<file path="src/rtl/multicycle_ctrl.sv">
// Multicycle MIPS main control FSM: fetch/decode/execute/mem/wb sequencing.
// Ports: clk_i, rst_i (async low), op_i, mem_ready_i -> datapath controls,
// alu_op_o, illegal_o, state_o.
// Build option: define MC_JUMP_EN to decode opcode 000010 as a jump.
module multicycle_ctrl #(
  parameter int OP_W = 6,
  parameter int ST_W = 4
) (
  input  logic            clk_i,
  input  logic            rst_i,
  input  logic [OP_W-1:0] op_i,
  input  logic            mem_ready_i,
  output logic            pc_write_o,
  output logic            pc_write_cond_o,
  output logic            i_or_d_o,
  output logic            mem_read_o,
  output logic            mem_write_o,
  output logic            ir_write_o,
  output logic            mem_to_reg_o,
  output logic            reg_write_o,
  output logic            reg_dst_o,
  output logic            alu_src_a_o,
  output logic [1:0]      alu_src_b_o,
  output logic [2:0]      alu_op_o,
  output logic [1:0]      pc_source_o,
  output logic            illegal_o,
  output logic [ST_W-1:0] state_o
);

  typedef enum logic [ST_W-1:0] {
    IDLE   = ST_W'(0),
    FETCH  = ST_W'(1),
    DECODE = ST_W'(2),
    MEMADR = ST_W'(3),
    MEMRD  = ST_W'(4),
    MEMWB  = ST_W'(5),
    MEMWR  = ST_W'(6),
    EXEC   = ST_W'(7),
    RWB    = ST_W'(8),
    BRANCH = ST_W'(9),
    JUMP   = ST_W'(10),
    IEXEC  = ST_W'(11),
    IWB    = ST_W'(12),
    TRAP   = ST_W'(15)
  } state_t;

  localparam logic [OP_W-1:0] OP_R    = OP_W'(6'b000000);
  localparam logic [OP_W-1:0] OP_LW   = OP_W'(6'b100011);
  localparam logic [OP_W-1:0] OP_SW   = OP_W'(6'b101011);
  localparam logic [OP_W-1:0] OP_BEQ  = OP_W'(6'b000100);
  localparam logic [OP_W-1:0] OP_ADDI = OP_W'(6'b001000);
  localparam logic [OP_W-1:0] OP_SLTI = OP_W'(6'b001010);
`ifdef MC_JUMP_EN
  localparam logic [OP_W-1:0] OP_J    = OP_W'(6'b000010);
`endif

  state_t          state;
  logic [OP_W-1:0] op_q;
  logic            illegal_q;

  always_ff @(posedge clk_i or negedge rst_i) begin
    if (!rst_i) begin
      state     <= IDLE;
      op_q      <= '0;
      illegal_q <= 1'b0;
    end else begin
      unique case (state)
        IDLE:  state <= FETCH;
        FETCH: if (mem_ready_i) state <= DECODE;
        DECODE: begin
          op_q <= op_i;
          unique case (1'b1)
            (op_i == OP_R):    state <= EXEC;
            (op_i == OP_LW),
            (op_i == OP_SW):   state <= MEMADR;
            (op_i == OP_BEQ):  state <= BRANCH;
            (op_i == OP_ADDI),
            (op_i == OP_SLTI): state <= IEXEC;
`ifdef MC_JUMP_EN
            (op_i == OP_J):    state <= JUMP;
`endif
            default: begin
              state     <= TRAP;
              illegal_q <= 1'b1;
            end
          endcase
        end
        // Held opcode: op_i is only guaranteed through DECODE.
        MEMADR: state <= (op_q == OP_LW) ? MEMRD : MEMWR;
        MEMRD:  if (mem_ready_i) state <= MEMWB;
        MEMWR:  if (mem_ready_i) state <= FETCH;
        EXEC:   state <= RWB;
        IEXEC:  state <= IWB;
        MEMWB,
        RWB,
        IWB,
        BRANCH: state <= FETCH;
`ifdef MC_JUMP_EN
        JUMP:   state <= FETCH;
`endif
        TRAP:   state <= TRAP;
        default: state <= TRAP;
      endcase
    end
  end

  always_comb begin
    pc_write_o      = 1'b0;
    pc_write_cond_o = 1'b0;
    i_or_d_o        = 1'b0;
    mem_read_o      = 1'b0;
    mem_write_o     = 1'b0;
    ir_write_o      = 1'b0;
    mem_to_reg_o    = 1'b0;
    reg_write_o     = 1'b0;
    reg_dst_o       = 1'b0;
    alu_src_a_o     = 1'b0;
    alu_src_b_o     = 2'b00;
    alu_op_o        = 3'b000;
    pc_source_o     = 2'b00;
    unique case (state)
      FETCH: begin
        mem_read_o  = 1'b1;
        alu_src_b_o = 2'b01;
        // PC+4 and IR load only once the fetch completes.
        ir_write_o  = mem_ready_i;
        pc_write_o  = mem_ready_i;
      end
      DECODE: alu_src_b_o = 2'b11;
      MEMADR: begin
        alu_src_a_o = 1'b1;
        alu_src_b_o = 2'b10;
      end
      MEMRD: begin
        mem_read_o = 1'b1;
        i_or_d_o   = 1'b1;
      end
      MEMWB: begin
        reg_write_o  = 1'b1;
        mem_to_reg_o = 1'b1;
      end
      MEMWR: begin
        mem_write_o = 1'b1;
        i_or_d_o    = 1'b1;
      end
      EXEC: begin
        alu_src_a_o = 1'b1;
        alu_op_o    = 3'b010;
      end
      RWB: begin
        reg_write_o = 1'b1;
        reg_dst_o   = 1'b1;
      end
      IEXEC: begin
        alu_src_a_o = 1'b1;
        alu_src_b_o = 2'b10;
        alu_op_o    = (op_q == OP_ADDI) ? 3'b011 : 3'b100;
      end
      IWB: reg_write_o = 1'b1;
      BRANCH: begin
        alu_src_a_o     = 1'b1;
        alu_op_o        = 3'b001;
        pc_write_cond_o = 1'b1;
        pc_source_o     = 2'b01;
      end
`ifdef MC_JUMP_EN
      JUMP: begin
        pc_write_o  = 1'b1;
        pc_source_o = 2'b10;
      end
`endif
      default: ;
    endcase
  end

  assign illegal_o = illegal_q;
  assign state_o   = state;

endmodule

</file>
<file path="config.mk">
export PLATFORM = sky130hd
export DESIGN_NAME = multicycle_ctrl
export DESIGN_NICKNAME = d
export VERILOG_FILES = /design/src/rtl/multicycle_ctrl.sv
export SDC_FILE = /design/constraint.sdc
export NUM_CORES = 1
export LEC_CHECK = 0
export ABC_AREA = 1
export BUFFER_PORTS_ARGS = -buffer_cell sky130_fd_sc_hd__buf_2
export CAP_MARGIN = 25
export CORE_UTILIZATION = 43
export DETAILED_ROUTE_END_ITERATION = 8
export PLACE_DENSITY = 0.74
export SYNTH_ARGS = -nofsm -noshare
export SYNTH_HDL_FRONTEND = slang
export SYNTH_SLANG_ARGS = --single-unit
</file>
<file path="constraint.sdc">
create_clock -name clk_i -period 1.2 [get_ports clk_i]
set_input_delay 0 -clock clk_i [delete_from_list [all_inputs] [get_ports clk_i]]
set_output_delay 0 -clock clk_i [all_outputs]
set_load 0.01 [all_outputs]
</file>
# == Word level (Yosys, flattened, before mapping) ==
# Cells that the tools add are included.
# totals
wordCells,57
output_inout_bits,22
register_bits,11
input_bits,9
# op_classes
reduce_logical,13
n_eq_ne,21
bitwise,1
mux,19
# op_table
cell,n
$pmux 4 s8,1
$eq 6x4->1 const B,3
$eq 6x6->1 const B,3
$eq 4x3->1 const B,4
$eq 4x4->1 const B,4
$pmux 4 s4,1
$mux 4,3
$mux 1,10
$reduce_or 2->1,5
$pmux 3 s3,1
$eq 4x2->1 const B,2
$eq 6x3->1 const B,1
$logic_not 6->1,1
$ne 2x2->1 const B,3
$pmux 2 s3,1
$reduce_or 6->1,1
$reduce_or 5->1,1
$eq 4x1->1 const B,1
$logic_not 4->1,1
$reduce_or 4->1,1
$mux 3,1
$reduce_and 3->1,1
$reduce_or 3->1,1
$mux 2,1
2 further kinds,2

# == Depth between registers and ports, before layout ==
# Gate-level depths: netlist (run 1).
# logic_depth
ltp_word,4
ltp_mapped,8
mapped_depth_nobuf,8

# == Worst setup path after synthesis (run 1) ==
# OpenSTA, ideal clock, no wires.
# synth_path
path_kind,reg-to-reg
from,reg state[3] (netlist: state_o[3])
to,reg op_q[2]
arrival_time_ps,1141
t_required_ps,1082
path_slack_ps,-60
path_stages_with_launch,8
n_path_buf,1
synth_period_minus_slack_ps,1260
setup_ps,118
path_cell_list,dfrtp_1 nor2_4 inv_2 nor2_8 inv_2 buf_6 nand2_1 o21ai_2
# synth_via
elab_chain_len,1
# synth_rtl
element,line_no,text
from (decl),57,state_t state;
from (signal assigned),89,MEMADR: state <= (op_q == OP_LW) ? MEMRD : MEMWR;
$eq 4x2->1,67,unique case (state)
to (signal assigned),71,op_q <= op_i;
to (decl),58,logic [OP_W-1:0] op_q;
# No other way between the ends.
# A chain may end at the register's enable or synchronous reset.

# == Final worst setup path (run 1) ==
# layout_path
from,reg state[1] (netlist: state_o[1])
to,reg state[2] (netlist: state_o[2])
# layout_via
elab_chain_len,3
elab_cells_between_ends,18
classes_between,14 x eq/ne; 1 x mux; 3 x reduce/logical
# layout_rtl
element,line_no
$eq 4x4->1 (tied with other cells),67
$reduce_or 5->1 (no line) / $ne 2x2->1 (equally long branches),--
$pmux 4 s8 / $reduce_and 3->1 (equally long branches),--
# Several ways; a longest one is shown, not always the timed one.

==> results of run 1 <==
## worst max path at each step
stage	startpoint	endpoint	slack [ns]	cells past startpoint
global placement	state_o[3]	state_o[2]	0.02	7
detailed placement	state_o[0]	state_o[1]	-0.005	8
CTS	state_o[3]	alu_op_o[0]	-0.17	7
global route	state_o[1]	state_o[2]	-0.36	8
floorplan	state_o[0]	op_q[2]	0.009	7
finish	state_o[1]	state_o[2]	-0.29	8
## logic make-up after synthesis
kind of cell / count (synthesis)
flip-flops: 11
AO/OA/AOI/OAI: 12
buffers and inverters: 24
AND/OR/NAND/NOR: 78
other: 1
## layout make-up
class,count,share of cell area (%)
inverters,20,5.854
multi-input cells,91,39.76
well taps,25,2.033
repair buffers,60,32.36
clock buffers,3,1.463
clock inverters,1,0.3252
flip-flops and latches,11,18.21
## per-stage QoR
step	TNS [ns]	power, mW	setup slack, ns
final	-4.073	4.363	-0.2857
after global routing	-5.173	4.578	-0.3638
after CTS	-2.704	3.593	-0.1681
after detailed placement	-0.004599	2.434	-0.004599
after global placement	0	2.404	0.01933
after floorplan	0	1.909	0.008897
## report_power, final
part	internal [mW]	switching [mW]	total [mW]
clock	0.125	0.160	0.285
sequential	0.571	0.268	0.839
combinational	1.50	1.74	3.24
## registers in the layout, indices dropped and copies added (netlist names)
name / count
illegal_o: 1
state_o: 4
op_q: 6
## layer usage
layer / vias to the layer above / GRT usage, % / wire length (um)
met2: 45 / 49.30 / 1702
met3: 13 / 2.353 / 171
li1: 508 / - / -
met1: 534 / 34.23 / 1318
met4: 0 / 15.29 / 107
met5: - / 0 / 0
## synthesized netlist by cell type
| master | number | area share, % |
|---|---|---|
| nor2_4 | 2 | 2.7 |
| conb_1 | 1 | 0.45 |
| or2_1 | 1 | 0.75 |
| o21ai_0 | 7 | 4.2 |
| nand4_1 | 2 | 1.5 |
| nor2_2 | 3 | 2.2 |
| nor2_1 | 24 | 11 |
| nand2_1 | 32 | 14 |
| o21ai_2 | 3 | 3.1 |
| o211ai_1 | 2 | 1.8 |
| buf_6 | 1 | 1.3 |
| nand3_2 | 1 | 1.2 |
| buf_4 | 3 | 2.7 |
| dfrtp_1 | 11 | 33 |
| nor4_1 | 1 | 0.75 |
| nand2_2 | 3 | 2.2 |
| nor2_8 | 1 | 2.4 |
| inv_1 | 14 | 6.3 |
| nand3_1 | 7 | 4.2 |
| nand2_4 | 1 | 1.3 |
| inv_2 | 6 | 2.7 |
## critical path, stage by stage (launching register included)
cell and delay, ns:
dfrtp_2 0.46, nand2_2 0.13, inv_1 0.09, nand2_1 0.14, nand2_1 0.08, nor2_2 0.12
nand3_1 0.11, nor2_1 0.18, nor2_1 0.07
## what timing repair did
| item | CTS | global route |
|---|---|---|
| hold endpoints to repair | 16 | 0 |
| endpoints found under the setup margin | 17 | 27 |
| cloned | 0 | 1 |
| gates resized for setup | 54 | 29 |
| hold buffers | 5 | 0 |
| setup buffers | 16 | 6 |
| pin swaps | 14 | 20 |
==> results.yml, run 1 <==
logic_synthesis:
  ys_warn_count: 0
  yosys_register_bits: 11
  yosys.area_share.simple_pct: 44.46
  synthAdderAreaFrac_pct: 0
  synthesis.area_sq_um: 835.8
  synth_top_family_by_area: "simple AND/OR/NAND/NOR gates"
  synth_cell_type_count: 21
  netlist_instances: 126
  syn_avg_cell_area_sq_um: 6.633
  seq_area_frac_synth_pct: 32.93
  synth_compound_area_share_pct: 9.132
  synth_xor_area_share_pct: 0
  syn_nets: 135
  muxShareOfSynthArea_pct: 0
sta:
  setup_viol: 27
  hold_viol: 1
  setup_slack_ns: -0.2857
  maxSlewViolCount: 0
  period_share_pct: 123.8
  finalCriticalPeriod_ns: 1.486
  hold_ws_ns: -0.005643
  fmax_mhz: 673.1
  rsz0062_at_grt: "yes"
  fin_worst_skew_ns: 0.001861
setup_path:
  end_kind: "register"
  path_class: "register to register"
  worstRegToRegCells: 8
  rrSetupSlack_ns: -0.29
  cp.required_ns: 1.39
  start_kind: "register"
  r2r_end: "state_o[2]"
  crit_arrival_ns: 1.67
  path_max_fanout: 5
  reg2reg_from: "state_o[1]"
global_route:
  first_global_vias: 942
  track_usage_pct: 28.35
  antenna_found_initial: 0
  overflow: 0
  grt_max_degree: 12
  grt_pass1_wl_mm: 4.174
placement:
  hpwlAfterDp_mm: 1.518
  gp_congestion: 0.7958
  numPortBuffers: 29
  postPlaceCellArea_sq_um: 1011
  dp.cells: 180
clocking:
  clockBufferDepth: 2
  cts_sinks: 11
  clk_pin_slew_ns: 0.08
  cts_tree: "done"
  cts_root_buffer: "clkbuf_4"
  cts_max_level: 1
  cts_buffers: 3
  insertion_delay_ns: 0.30
routing:
  drtIter0Drc: 23
  wl_per_cell_um: 15.64
  drcViolationCount: 0
  ant_nets: 0
  routed_wirelength_mm: 3.299
  drtPass1Iterations: 4
  drt-vias-per-instance: 5.213
  vias: 1100
final_layout:
  fin_area_sq_um: 1539
  multi_input_area_sq_um: 611.8
  nNetsFinal: 196
  register_area_sq_um: 280.3
  mostFrequentLayoutCells: "buf_2, nand2_2, nor2_1, buf_4, buf_6"
  final_util_pct: 86.32
  final_common_cell: "buf_2"
  num_antenna_cells: 0
  fillCellCount: 84
  syn_to_final_growth_pct: 84.13
  stdcell_count: 211
  layout-drive-gt1-share_pct: 64.52
min_path:
  min_from: "op_i[5]"
  worstHoldPathType: "input port to register"
  hold_end: "op_q[5]"
  hold_depth: 3
die:
  dieHeight_um: 46.09
  rows: 15
  die-area_sq_um: 2124
  die_w_um: 46.09
  ios: 31
  core_area_sq_um: 1783
  start_util_pct: 46.88
power_and_ir_drop:
  p_per_area_nw_per_um2: 2835
  leakagePower_nw: 0.8048
  ir_drop_v: 0.001640
status:
  violations: "hold timing, setup timing"
  status: "complete, but fails checks"
run:
  max_cap_violations: 0
Note: power is estimated with default switching activity, not from simulation.
==> run 2: changes to the inputs <==
HOLD_SLACK_MARGIN = 0.06   (was not set)
==> results.yml, run 2 (synthesized netlist as in run 1, its figures left out) <==
status:
  status: "complete, but fails checks"
  violations: "setup timing"
final_layout:
  regMostFlops: "op_q"
  final_common_cell: "buf_2"
  final_util_pct: 88.00
  mostFrequentLayoutCells: "buf_2, nand2_2, nor2_1, buf_4, buf_6"
  nNetsFinal: 199
  num_antenna_cells: 0
  layout-drive-gt1-share_pct: 63.49
  syn_to_final_growth_pct: 87.72
  largest_reg_flops: 6
setup_path:
  cp.required_ns: 1.20
  end_kind: "output pin"
  worstRegToRegCells: 8
  reg2reg_from: "state_o[2]"
  crit_path_max_incr_delay_ns: 0.46
  path_max_fanout: 3
  r2r_end: "state_o[2]"
  rrSetupSlack_ns: -0.20
  start_kind: "register"
  slowest_stage: "dfrtp_1"
  path_cells: "nor4_4, nand3_2, o21ai_1, buf_2"
  path_class: "register to output pin"
  crit_arrival_ns: 1.45
clocking:
  cts_sinks: 11
  insertion_delay_ns: 0.29
  cts_tree: "done"
  clk_pin_slew_ns: 0.09
  cts_root_buffer: "clkbuf_4"
  cts_max_level: 1
  cts_buffers: 3
  clockBufferDepth: 2
routing:
  wl_per_cell_um: 15.27
  ant_nets: 0
  routed_wirelength_mm: 3.268
  drtIter0Drc: 19
  vias: 1090
  drt-vias-per-instance: 5.093
  drcViolationCount: 0
  drtPass1Iterations: 4
sta:
  hold_viol: 0
  rsz0062_at_grt: "yes"
  fmax_mhz: 690.7
  setup_viol: 27
  tns_ns: -3.764
  setup_slack_ns: -0.2478
  maxSlewViolCount: 0
  fin_worst_skew_ns: 0.005573
  finalCriticalPeriod_ns: 1.448
  period_share_pct: 120.6
die:
  die-area_sq_um: 2124
  ios: 31
  die_w_um: 46.09
  start_util_pct: 46.88
  rows: 15
  core_area_sq_um: 1783
  dieHeight_um: 46.09
power_and_ir_drop:
  leakagePower_nw: 0.8173
  p_per_area_nw_per_um2: 2754
  ir_drop_v: 0.001649
global_route:
  overflow: 0
  antenna_found_initial: 0
  grt_pass1_wl_mm: 4.222
  first_global_vias: 957
  grt_max_degree: 12
  track_usage_pct: 28.68
min_path:
  worstHoldPathType: "input port to asynchronous set/reset pin"
run:
  max_cap_violations: 0
placement:
  gp_congestion: 0.7958
  hpwlAfterDp_mm: 1.518
  numPortBuffers: 29
run 2: power by group:
part           internal [mW]  leakage (nW)  switching (mW)  total (mW)
logic                   1.50         0.674            1.69        3.19
registers              0.571         0.126           0.272       0.843
clock network          0.124        0.0177           0.160       0.284
total                   2.20         0.817            2.13        4.32
run 2: stage by stage:
| stage | std cells | hold slack [ns] | cell area [sq um] | setup WS [ns] | power [mW] |
|---|---|---|---|---|---|
| after floorplan | 126 | -0.2956 | 838.3 | 0.008897 | 1.909 |
| after global placement | 180 | -0.1252 | 1011 | 0.01933 | 2.404 |
| after detailed placement | 180 | -0.1227 | 1011 | -0.004599 | 2.434 |
| after CTS | 208 | 0.1107 | 1415 | -0.1681 | 3.600 |
| after global routing | 214 | 0.1167 | 1569 | -0.3185 | 4.579 |
| final | 214 | 0.08887 | 1569 | -0.2478 | 4.321 |
run 2: routing by layer:
metal	wire, um	track usage, %	vias up
met3	163	2.353	10
met2	1772	50.14	59
met1	1252	34.47	508
met5	0	0	-
met4	80	15.29	0
li1	-	-	513
run 2: cell type report:
class	count	area [sq um]
inverters	20	90.09
clock buffers	3	22.52
clock inverters	1	5.005
flip-flops and latches	11	280.3
fillers	83	214.0
well taps	25	31.28
multi-input cells	91	611.8
repair buffers	63	528.0
run 2: repair_timing:
item | CTS | global route
setup endpoints to repair | 17 | 27
pin swaps | 14 | 20
gates cloned | 0 | 1
hold endpoints to repair | 19 | 0
setup buffers | 16 | 6
hold buffers | 8 | 0
gates resized for setup | 54 | 29
run 2: how the worst max path moves through the flow:
| stage | startpoint | end | slack [ns] | cells past startpoint |
|---|---|---|---|---|
| 3_5_place_dp | state_o[0] | state_o[1] | -0.005 | 8 |
| 5_1_grt | op_q[0] | alu_op_o[1] | -0.32 | 4 |
| 4_1_cts | state_o[3] | alu_op_o[0] | -0.17 | 7 |
| 2_1_floorplan | state_o[0] | op_q[2] | 0.009 | 7 |
| 6_report | op_q[0] | alu_op_o[1] | -0.25 | 4 |
| 3_3_place_gp | state_o[3] | state_o[2] | 0.02 | 7 |
run 2: critical path: cells and delay by family, from the launching register on:
family          cells  cell delay (ns)
flops               1             0.46
simple gates        2             0.44
buf+inv             1             0.15
compound gates      1             0.10
